===== config.mk =====
export PLATFORM = sky130hd
export DESIGN_NAME = lv_abist_seq_flat
export DESIGN_NICKNAME = d
export VERILOG_FILES = /design/src/rtl/lv_abist_seq_pkg.sv /design/src/rtl/lv_abist_seq_if.sv /design/src/rtl/lv_abist_seq_tmr.sv /design/src/rtl/lv_abist_seq.sv /design/src/flat_wrapper.sv
export SDC_FILE = /design/constraint.sdc
export NUM_CORES = 1
export LEC_CHECK = 0
export CAP_MARGIN = 25
export CORE_MARGIN = 3
export CORE_UTILIZATION = 55
export CTS_CLUSTER_SIZE = 20
export DETAILED_ROUTE_END_ITERATION = 10
export HOLD_SLACK_MARGIN = 0.1
export PLACE_DENSITY = 0.87
export SYNTH_ARGS = -nofsm -noshare
export SYNTH_HDL_FRONTEND = slang
export SYNTH_HIERARCHICAL = 1
export SYNTH_SLANG_ARGS = --single-unit
export TNS_END_PERCENT = 10

===== constraint.sdc =====
create_clock -name i_clk -period 3.35 [get_ports i_clk]
set_input_delay 0.335 -clock i_clk [delete_from_list [all_inputs] [get_ports i_clk]]
set_output_delay 0.335 -clock i_clk [all_outputs]
set_load 0.02 [all_outputs]

===== src/rtl/lv_abist_seq_pkg.sv =====
// rtl/lv_abist_seq_pkg.sv - shared types and timing helpers for the LV analog BIST sequencer
package lv_abist_pkg;

  typedef enum logic [1:0] {
    ST_IDLE   = 2'd0,
    ST_FORCE  = 2'd1,
    ST_SETTLE = 2'd2,
    ST_DONE   = 2'd3
  } bist_state_e;

  localparam int ITEM_OV = 0;
  localparam int ITEM_UV = 1;
  localparam int ITEM_OT = 2;

  function automatic int cyc_count(input int us, input int clk_m);
    return us * clk_m;
  endfunction

  function automatic int cnt_width(input int win, input int set);
    return $clog2(((win > set) ? win : set) + 1);
  endfunction

endpackage


===== src/rtl/lv_abist_seq_if.sv =====
// rtl/lv_abist_seq_if.sv - control/result bundle between LV control FSM, sequencer and analog comparators
interface lv_abist_seq_if #(
  parameter int N = 3
);
  logic         i_bist_start;
  logic         i_bist_abort;
  logic [N-1:0] i_bist_en_mask;
  logic [N-1:0] i_ana_flag;
  logic [N-1:0] o_bist_req;
  logic         o_bist_busy;
  logic         o_bist_done;
  logic [N-1:0] o_bist_pass;
  logic         o_bist_fail;

  modport slave (
    input  i_bist_start, i_bist_abort, i_bist_en_mask, i_ana_flag,
    output o_bist_req, o_bist_busy, o_bist_done, o_bist_pass, o_bist_fail
  );

  modport master (
    output i_bist_start, i_bist_abort, i_bist_en_mask, i_ana_flag,
    input  o_bist_req, o_bist_busy, o_bist_done, o_bist_pass, o_bist_fail
  );
endinterface


===== src/rtl/lv_abist_seq_tmr.sv =====
// rtl/lv_abist_seq_tmr.sv - saturating up-timer with clear and terminal count at a loadable limit
module lv_abist_tmr #(
  parameter int CW = 12
) (
  input  logic          i_clk,
  input  logic          i_rst,
  input  logic          i_clr,
  input  logic          i_en,
  input  logic [CW-1:0] i_lim,
  output logic [CW-1:0] o_cnt,
  output logic          o_tc
);
  logic [CW-1:0] r_cnt;

  always_ff @(posedge i_clk) begin
    if (i_rst || i_clr) begin
      r_cnt <= '0;
    end else if (i_en && (r_cnt != i_lim)) begin
      r_cnt <= r_cnt + CW'(1);
    end
  end

  assign o_cnt = r_cnt;
  assign o_tc  = (r_cnt == i_lim);
endmodule


===== src/rtl/lv_abist_seq.sv =====
// rtl/lv_abist_seq.sv - LV comparator self-test sequencer: force, time window, settle, per-item verdict
// Optional stuck-at-1 release check under LV_ABIST_SEQ_RELEASE_CHK_EN.
module lv_abist_seq
  import lv_abist_pkg::*;
#(
  parameter int CLK_M          = 48,
  parameter int BIST_ITEM_NUM  = 3,
  parameter int BIST_WIN_US    = 70,
  parameter int BIST_SETTLE_US = 10
) (
  input  logic           i_clk,
  input  logic           i_rst,
  lv_abist_seq_if.slave  s_bist
);
  localparam int N       = BIST_ITEM_NUM;
  localparam int WIN_CYC = cyc_count(BIST_WIN_US, CLK_M);
  localparam int SET_CYC = cyc_count(BIST_SETTLE_US, CLK_M);
  localparam int CW      = cnt_width(WIN_CYC, SET_CYC);
  localparam logic [CW-1:0] WIN_LIM  = CW'(WIN_CYC);
  localparam logic [CW-1:0] WIN_LAST = CW'(WIN_CYC - 1);
  localparam logic [CW-1:0] SET_LIM  = CW'(SET_CYC - 1);

  bist_state_e   r_state, w_state_nxt;
  logic [N-1:0]  r_mask, r_rem, r_pass, r_req;
  logic          r_fail, r_done;
  logic [N-1:0]  w_sel, w_rem_nxt, w_req_nxt;
  logic          w_flag, w_hit, w_rel_clr, w_pass_set, w_tmr_clr, w_tmr_en, w_tc;
  logic [CW-1:0] w_cnt, w_lim;

  function automatic logic [N-1:0] lowest_bit(input logic [N-1:0] m);
    return m & (~m + N'(1));
  endfunction

  assign w_sel     = lowest_bit(r_rem);
  assign w_rem_nxt = r_rem & ~w_sel;
  assign w_flag    = |(s_bist.i_ana_flag & w_sel);
  assign w_lim     = (r_state == ST_FORCE) ? WIN_LIM : SET_LIM;

  lv_abist_tmr #(.CW(CW)) u_tmr (
    .i_clk (i_clk),
    .i_rst (i_rst),
    .i_clr (w_tmr_clr),
    .i_en  (w_tmr_en),
    .i_lim (w_lim),
    .o_cnt (w_cnt),
    .o_tc  (w_tc)
  );

`ifdef LV_ABIST_SEQ_RELEASE_CHK_EN
  // A flag already present when the force starts marks the comparator as stuck for this item.
  logic r_stuck;
  logic w_stuck_set;
  assign w_stuck_set = (r_state == ST_FORCE) && (w_cnt == '0) && w_flag;
  assign w_hit       = w_flag && !r_stuck && !w_stuck_set && !w_tc;
  assign w_rel_clr   = (r_state == ST_SETTLE) && w_tc && w_flag;

  always_ff @(posedge i_clk) begin
    if (i_rst || s_bist.i_bist_abort) begin
      r_stuck <= 1'b0;
    end else if ((r_state == ST_FORCE) && w_tc) begin
      r_stuck <= 1'b0;
    end else if (w_stuck_set) begin
      r_stuck <= 1'b1;
    end
  end
`else
  assign w_hit     = w_flag && !w_tc;
  assign w_rel_clr = 1'b0;
`endif

  always_comb begin
    w_state_nxt = r_state;
    w_tmr_clr   = 1'b0;
    w_tmr_en    = 1'b0;
    w_req_nxt   = '0;
    w_pass_set  = 1'b0;
    case (r_state)
      ST_IDLE: begin
        if (s_bist.i_bist_start) begin
          w_tmr_clr = 1'b1;
          if (|s_bist.i_bist_en_mask) begin
            w_state_nxt = ST_FORCE;
            w_req_nxt   = lowest_bit(s_bist.i_bist_en_mask);
          end else begin
            w_state_nxt = ST_DONE;
          end
        end
      end
      ST_FORCE: begin
        w_tmr_en = 1'b1;
        if (w_hit) begin
          w_pass_set  = 1'b1;
          w_state_nxt = ST_SETTLE;
          w_tmr_clr   = 1'b1;
        end else if (w_tc) begin
          w_state_nxt = ST_SETTLE;
          w_tmr_clr   = 1'b1;
        end else if (w_cnt != WIN_LAST) begin
          // Force drops once the window closes; the terminal cycle is a pure verdict cycle.
          w_req_nxt = w_sel;
        end
      end
      ST_SETTLE: begin
        w_tmr_en = 1'b1;
        if (w_tc) begin
          w_tmr_clr = 1'b1;
          if (|w_rem_nxt) begin
            w_state_nxt = ST_FORCE;
            w_req_nxt   = lowest_bit(w_rem_nxt);
          end else begin
            w_state_nxt = ST_DONE;
          end
        end
      end
      ST_DONE:  w_state_nxt = ST_IDLE;
      default:  w_state_nxt = ST_IDLE;
    endcase
    if (s_bist.i_bist_abort) begin
      w_state_nxt = ST_IDLE;
      w_tmr_clr   = 1'b1;
      w_req_nxt   = '0;
      w_pass_set  = 1'b0;
    end
  end

  always_ff @(posedge i_clk) begin
    if (i_rst) begin
      r_state <= ST_IDLE;
      r_mask  <= '0;
      r_rem   <= '0;
      r_pass  <= '0;
      r_req   <= '0;
      r_fail  <= 1'b0;
      r_done  <= 1'b0;
    end else if (s_bist.i_bist_abort) begin
      r_state <= ST_IDLE;
      r_rem   <= '0;
      r_pass  <= '0;
      r_req   <= '0;
      r_fail  <= 1'b0;
      r_done  <= 1'b0;
    end else begin
      r_state <= w_state_nxt;
      r_req   <= w_req_nxt;
      r_done  <= (r_state == ST_DONE);
      if ((r_state == ST_IDLE) && s_bist.i_bist_start) begin
        r_mask <= s_bist.i_bist_en_mask;
        r_rem  <= s_bist.i_bist_en_mask;
        r_pass <= '0;
        r_fail <= 1'b0;
      end
      if (w_pass_set) begin
        r_pass <= r_pass | w_sel;
      end
      if ((r_state == ST_SETTLE) && w_tc) begin
        r_rem <= w_rem_nxt;
        if (w_rel_clr) begin
          r_pass <= r_pass & ~w_sel;
        end
      end
      if (r_state == ST_DONE) begin
        r_fail <= |(r_mask & ~r_pass);
      end
    end
  end

  assign s_bist.o_bist_req  = r_req;
  assign s_bist.o_bist_busy = (r_state != ST_IDLE);
  assign s_bist.o_bist_done = r_done;
  assign s_bist.o_bist_pass = r_pass;
  assign s_bist.o_bist_fail = r_fail;
endmodule


===== src/flat_wrapper.sv =====
// flat-port wrapper written by rule: the top's interface ports become plain ports
module lv_abist_seq_flat import lv_abist_pkg::*;
#(
  parameter int CLK_M          = 48,
  parameter int BIST_ITEM_NUM  = 3,
  parameter int BIST_WIN_US    = 70,
  parameter int BIST_SETTLE_US = 10
)
  (i_clk, i_rst, s_bist_i_bist_start, s_bist_i_bist_abort, s_bist_i_bist_en_mask, s_bist_i_ana_flag, s_bist_o_bist_req, s_bist_o_bist_busy, s_bist_o_bist_done, s_bist_o_bist_pass, s_bist_o_bist_fail);
  lv_abist_seq_if #(.N(3)) s_bist_i ();
  input  logic i_clk;
  input  logic i_rst;
  input wire logic [$bits(s_bist_i.i_bist_start)-1:0] s_bist_i_bist_start;
  input wire logic [$bits(s_bist_i.i_bist_abort)-1:0] s_bist_i_bist_abort;
  input wire logic [$bits(s_bist_i.i_bist_en_mask)-1:0] s_bist_i_bist_en_mask;
  input wire logic [$bits(s_bist_i.i_ana_flag)-1:0] s_bist_i_ana_flag;
  output wire logic [$bits(s_bist_i.o_bist_req)-1:0] s_bist_o_bist_req;
  output wire logic [$bits(s_bist_i.o_bist_busy)-1:0] s_bist_o_bist_busy;
  output wire logic [$bits(s_bist_i.o_bist_done)-1:0] s_bist_o_bist_done;
  output wire logic [$bits(s_bist_i.o_bist_pass)-1:0] s_bist_o_bist_pass;
  output wire logic [$bits(s_bist_i.o_bist_fail)-1:0] s_bist_o_bist_fail;
  assign s_bist_i.i_bist_start = s_bist_i_bist_start;
  assign s_bist_i.i_bist_abort = s_bist_i_bist_abort;
  assign s_bist_i.i_bist_en_mask = s_bist_i_bist_en_mask;
  assign s_bist_i.i_ana_flag = s_bist_i_ana_flag;
  assign s_bist_o_bist_req = s_bist_i.o_bist_req;
  assign s_bist_o_bist_busy = s_bist_i.o_bist_busy;
  assign s_bist_o_bist_done = s_bist_i.o_bist_done;
  assign s_bist_o_bist_pass = s_bist_i.o_bist_pass;
  assign s_bist_o_bist_fail = s_bist_i.o_bist_fail;
  lv_abist_seq #(.CLK_M(CLK_M), .BIST_ITEM_NUM(BIST_ITEM_NUM), .BIST_WIN_US(BIST_WIN_US), .BIST_SETTLE_US(BIST_SETTLE_US)) u_core (.i_clk(i_clk), .i_rst(i_rst), .s_bist(s_bist_i));
endmodule

Word level (Yosys, flattened, before mapping)
Index checks and enable logic that the tools add are counted.
Storage, ports and cells
  register bits after elaboration: 28
  bits in latches: 0
  memory bits (writable): 0
  ROM bits: 0
  output and inout bits: 9
  word-level logic and storage cells: 84
  memories: 0
Cells by class
  add/sub/neg operators: 4
  multipliers: 0
  divide/modulo/power cells: 0
  $lt $le $gt $ge: 0
  equal/unequal tests: 9
  shifts and indexed selects: 0
  muxes and demuxes: 31
  bitwise logic cells: 13
  reduce and logical (&&, ||, !) cells: 19
Operator list (count)
  two-way mux 3 bit: 11
  AND 3 bit: 6
  NOT 3 bit: 5
  adder 12 x 1 -> 12 bit, second input constant: 1
  == test 12 bit: 1
  two-way mux 12 bit: 1
  two-way mux 2 bit: 6
  != test 12 bit: 1
  != test 12 bit, second input constant: 1
  OR reduction 3 bit: 4
  two-way mux 1 bit: 10
  adder 3 x 1 -> 3 bit, second input constant: 3
  case mux 3 bit (3 select lines): 1
  case mux 2 bit (4 select lines): 1
  nonzero test 2 bit: 4
  == test 2 bit, second input constant: 2
  logical AND 1 bit: 4
  OR reduction 2 bit: 2
  != test 3 x 1 -> 1 bit, second input constant: 1
  bitwise OR 3 bit: 1
  case mux 1 bit (3 select lines): 1
  AND reduction 3 bit: 1
  == test 2 x 1 -> 1 bit, second input constant: 1
  zero test 2 bit: 1
  6 further kinds: 6

Depth between registers and ports, before layout
  word-level depth: 11
  gate-level depth with buffers: 13
  mapped depth without buffers: 11

Modules after synthesis
Netlist, hierarchy kept.
Modules (own cells, without submodules)
  lv_abist_seq: instances 1, cells an instance 118, area each 1026.0 um2, sequential area each 320.3 um2
  lv_abist_tmr: instances 1, cells an instance 88, area each 742.0 um2, sequential area each 240.2 um2

Least setup slack after synthesis
Ideal clock, no wire load.
  path type: register to register
  start point: register u_core.r_state[1]
  end point: register u_core.u_tmr.r_cnt[11], in the netlist u_core/u_tmr/o_cnt[11]
  library setup time: 0.070 ns
  arrival time: 2.605 ns
  required time: 3.280 ns
  path slack: 0.675 ns
  cell stages (with the launch flop): 14
  path buffers: 3
  clock period less this slack: 2.675 ns
  cells stage by stage: dfxtp_1 > inv_1 > ha_1 > inv_1 > xor2_1 > nor4_1 > and3_1 > buf_2 > buf_4 > a211o_1 > a21o_1 > or2_2 > clkbuf_1 > a21oi_1
On the way
  word-level cells in the longest chain between the ends: 9
Ends and longest elaborated chain
  start: declaration: RTL line lv_abist_seq.sv:23  | bist_state_e r_state, w_state_nxt;
  start signal: assignment: RTL line lv_abist_seq.sv:143  | r_state <= w_state_nxt;
  == test 2 x 1 -> 1 bit *: RTL line lv_abist_seq.sv:37  | assign w_lim = (r_state == ST_FORCE) ? WIN_LIM : SET_LIM;
  two-way mux 12 bit *: RTL line lv_abist_seq.sv:37
  via u_core.w_lim[10]: RTL line lv_abist_seq.sv:28  | logic [CW-1:0] w_cnt, w_lim;
  == test 12 bit *: RTL line lv_abist_seq_tmr.sv:24  | assign o_tc = (r_cnt == i_lim);
  via u_core.w_tc: RTL line lv_abist_seq.sv:27  | logic w_flag, w_hit, w_rel_clr, w_pass_set, w_tmr_clr, w_tmr_en, w_tc;
  zero test 1 bit: RTL line lv_abist_seq.sv:67  | assign w_hit = w_flag && !w_tc;
  logical AND 1 bit: RTL line lv_abist_seq.sv:67
  two-way mux 1 bit: RTL line lv_abist_seq.sv:91  | if (w_hit) begin
  case mux 1 bit (3 select lines) *: RTL line lv_abist_seq.sv:77  | case (r_state)
  two-way mux 1 bit *: RTL line lv_abist_seq.sv:118  | if (s_bist.i_bist_abort) begin
  via u_core.w_tmr_clr: RTL line lv_abist_seq.sv:27
  logical OR 1 bit *: RTL line lv_abist_seq_tmr.sv:16  | if (i_rst || i_clr) begin
  end signal: assignment: RTL line lv_abist_seq_tmr.sv:19  | r_cnt <= r_cnt + CW'(1);
  end: declaration: RTL line lv_abist_seq_tmr.sv:13  | logic [CW-1:0] r_cnt;
The timed path passes the listed nets; every way through them passes the cells marked *.
A chain may end at the register's enable or synchronous reset.

Worst setup path after layout
  start point: register u_core.r_state[1]
  end point: register u_core.r_rem[1]
On the way
  word-level cells in the longest chain between the ends: 5
Ends and longest elaborated chain
  == test 2 x 1 -> 1 bit *: RTL line lv_abist_seq.sv:37
  two-way mux 12 bit *: RTL line lv_abist_seq.sv:37
  via u_core.w_lim[10]: RTL line lv_abist_seq.sv:28
  == test 12 bit *: RTL line lv_abist_seq_tmr.sv:24
  via u_core.w_tc: RTL line lv_abist_seq.sv:27
  logical AND 1 bit *: RTL line lv_abist_seq.sv:155  | if ((r_state == ST_SETTLE) && w_tc) begin
  two-way mux 3 bit or nonzero test 2 bit (tied branches)
  end signal: assignment: RTL line lv_abist_seq.sv:148  | r_rem <= s_bist.i_bist_en_mask;
  end signal: assignment: RTL line lv_abist_seq.sv:156  | r_rem <= w_rem_nxt;
  end: declaration: RTL line lv_abist_seq.sv:24  | logic [N-1:0] r_mask, r_rem, r_pass, r_req;
Marked as above.

==> run_results.csv <==
group,metric,value,unit
status,status,"completed",
floorplan,start_util,0.610,
hold_path,min_path_type,"flip-flop to flip-flop",
clock_network,cts.htree.levels,1,
global_route,grt_usage,0.206,
power_and_ir_drop,p_leak,0.731,nW
floorplan,die_x,62.7,um
setup_path,cp.required,3600,ps
clock_network,cts_hold_buf,0,
layout,final_util,0.690,
clock_network,clk_latency,340,ps
clock_network,cts.sinks,28,
timing,fin_crit_sh,0.881,
synth,async_flop_share,0,
setup_path,crit_chain,"inv_1 -> ha_1 -> inv_1 -> xor2_1 -> nor4_1 -> and3_1 -> nand2_1 -> mux2_2 -> a32oi_1 -> nor2_1",
synth,syn-cell-area,0.00177,mm^2
setup_path,critPathKind,"flip-flop to flip-flop",
timing,max_freq,0.339,GHz
hold_path,holdCritStartpoint,"u_core/s_bist.o_bist_fail",
placement,pre_cts_slack,495,ps
timing,setup_slack,400,ps
clock_network,cts_root_buffer,"clkbuf_4",
placement,place_area,0.00195,mm^2
route,drc,0,
synth,synth_nets,222,
global_route,antenna_found_initial,0,
route,first_iter_violations,82,
timing,tns,0,ps
timing,setup_violations,0,
layout,final_common_cell,"dfxtp_1",
layout,finish.instance_area,0.00200,mm^2
timing,fin_crit,2950,ps
setup_path,critPathCaptureType,"flip-flop",
layout,area_growth_syn_to_layout,13.2,%
setup_path,crit_fanout,12,
setup_path,cp_common_cell,"inv_1",
power_and_ir_drop,ir_drop,0.227,mV
global_route,grt_pass1_vias,1478,
clock_network,clk_pin_slew,160,ps
synth,ys_ff_latch,28,
floorplan,placementRows,19,
layout,finalNetCount,236,
setup_path,worstPathArrival,3200,ps
synth,synth_ff_type,"dfxtp_1",
power_and_ir_drop,finalPower,0.710,mW
clock_network,cts_resized,0,
setup_path,worst_setup_path_start_kind,"flip-flop",
route,avgViaCountPerCell,6.01,
setup_path,timing.rr.start,"u_core/r_state[1]",
floorplan,die_area,0.00393,mm^2
layout,drive_gt1_frac,0.0685,
route,route.antenna.remaining_nets,0,
synth,synth_cells,206,
clock_network,cts_post_setup_buffers_inserted,0,
global_route,grt_pass1_wl,6670,um
route,wl,3890,um
route,first_pass_iters,4,
synth,seq_area_frac_synth,0.317,
route,vias,1569,
global_route,grt_start_max_net_pins,17,
global_route,gr-total-overflow,0,
floorplan,die_height,62.7,um
timing,hold_viol,0,
power_and_ir_drop,power_density,355,mW/mm^2
timing,rsz0062_at_grt,"no",
placement,dp_hpwl,2860,um
synth,synth_edf_count,0,
synth,yosys_warnings,6,
timing,maxSlewViolCount,0,
clock_network,cts_tree,"done",
layout,final_cell_mix,"dfxtp_1, nand2_1, clkdlybuf4s50_1",
setup_path,crit_start,"u_core/r_state[1]",
floorplan,io_pins,19,
clock_network,cts_made_buffers,3,
job,max_cap_violations,0,
timing,fin_worst_skew,10.7,ps
synth,yosysUniqueCellTypes,53,
placement,io_buffers,18,
setup_path,slowest_stage,"and3_1",
layout,diodes,0,
setup_path,critPathMaxStageDelay,460,ps
floorplan,design.core.area,0.00290,mm^2
clock_network,clock_path_buffers,2,
synth,synth.avg_cell_area,8.58,um^2
placement,place_congestion,0.844,
route,wl_per_cell,14.9,um
[area by class of cell]
class / instances / area (um^2)
clock buffer: 3 / 22.5
clock inverter: 1 / 30.0
fill: 252 / 900
inverter: 8 / 30.0
multi-input combinational: 160 / 1120
sequential: 28 / 561
tap: 42 / 52.6
timing repair buffer: 19 / 188
[registers in the layout (all words and copies together), names as in the netlist]
signal	count
u_core/u_tmr/o_cnt	12
u_core/r_mask	3
u_core/r_rem	3
u_core/s_bist.o_bist_pass	3
u_core/s_bist.o_bist_req	3
u_core/r_state	2
u_core/s_bist.o_bist_done	1
u_core/s_bist.o_bist_fail	1
[path summary, 6_finish.rpt]
path | slack [ps] | to | cells past startpoint
min | 500 | u_core/s_bist.o_bist_fail | 2
min reg2reg | 500 | u_core/s_bist.o_bist_fail | 2
max | 400 | u_core/r_rem[1] | 10
max reg2reg | 400 | u_core/r_rem[1] | 10
[worst max-delay path, delay by kind of cell, from the launching register on]
kind | cells | cell delay (ps)
xor+xnor | 1 | 210
simple gates | 4 | 1120
mux | 1 | 320
buf+inv | 2 | 350
compound gates | 1 | 140
fa+ha+maj | 1 | 330
flops | 1 | 390
[through the flow]
| step | std cells | hold WS [ps] |
|---|---|---|
| after global routing | 261 | 520 |
| after floorplan | 206 | 404 |
| after detailed placement | 257 | 474 |
| after global placement | 257 | 468 |
| final | 261 | 498 |
| after CTS | 261 | 495 |
[cell families (layout without fill, tap and decap cells)]
| group | Yosys count | in the layout | synth area share |
|---|---|---|---|
| adders and majority gates | 7 | 7 | 0.0488 |
| AOI/OAI and AO/OA | 55 | 55 | 0.225 |
| xor gates and xnor gates | 14 | 14 | 0.0694 |
| muxes | 6 | 6 | 0.0347 |
| DFF | 28 | 28 | 0.317 |
| buffers and inverters | 18 | 31 | 0.0510 |
| and+or+nand+nor | 76 | 76 | 0.250 |
| other | 2 | 2 | 0.00425 |
[routing by layer]
layer / share of wire / wire, um / global-route usage / vias up
met5: 0 / 0 / 0 / -
met4: 0.0098 / 38 / 0.0606 / 0
met3: 0.053 / 206 / 0.0522 / 7
met2: 0.42 / 1620 / 0.294 / 47
met1: 0.52 / 2030 / 0.303 / 735
li1: - / - / - / 780
[cells in the mapped netlist (2+ instances only)]
master / instances / share of area
conb_1: 2 / 0.0042
a211oi_1: 2 / 0.0085
dfxtp_1: 28 / 0.32
xor2_1: 12 / 0.059
and3_1: 5 / 0.018
nor4_1: 4 / 0.014
nand4bb_1: 2 / 0.013
clkbuf_1: 4 / 0.0085
nand3_1: 4 / 0.011
nand2b_1: 2 / 0.0071
or4_1: 5 / 0.021
a32o_1: 4 / 0.023
nor3_1: 2 / 0.0057
or2_2: 2 / 0.0071
inv_1: 8 / 0.017
and2_1: 3 / 0.011
nor2b_1: 3 / 0.011
nor3_2: 2 / 0.011
buf_2: 3 / 0.0085
o21ai_0: 8 / 0.023
o31ai_1: 6 / 0.025
nor3b_1: 2 / 0.0085
ha_1: 6 / 0.042
mux2i_1: 5 / 0.028
a21oi_1: 15 / 0.042
a31oi_1: 2 / 0.0071
xnor2_1: 2 / 0.0099
or3_1: 4 / 0.014
nor2_1: 9 / 0.019
o211a_1: 2 / 0.011
buf_6: 2 / 0.013
nand3b_1: 2 / 0.0085
a32oi_1: 2 / 0.0099
nand4_1: 3 / 0.011
nand2_1: 19 / 0.040
o21ai_1: 3 / 0.0085
[power breakdown]
group / switching (mW) / leakage, nW / internal [mW] / total, mW
Sequential: 0.00969 / 0.226 / 0.341 / 0.351
Clock: 0.105 / 0.0279 / 0.121 / 0.226
Combinational: 0.0777 / 0.476 / 0.0560 / 0.134
Total: 0.192 / 0.731 / 0.518 / 0.710
Note: power is estimated with default switching activity, not from simulation.
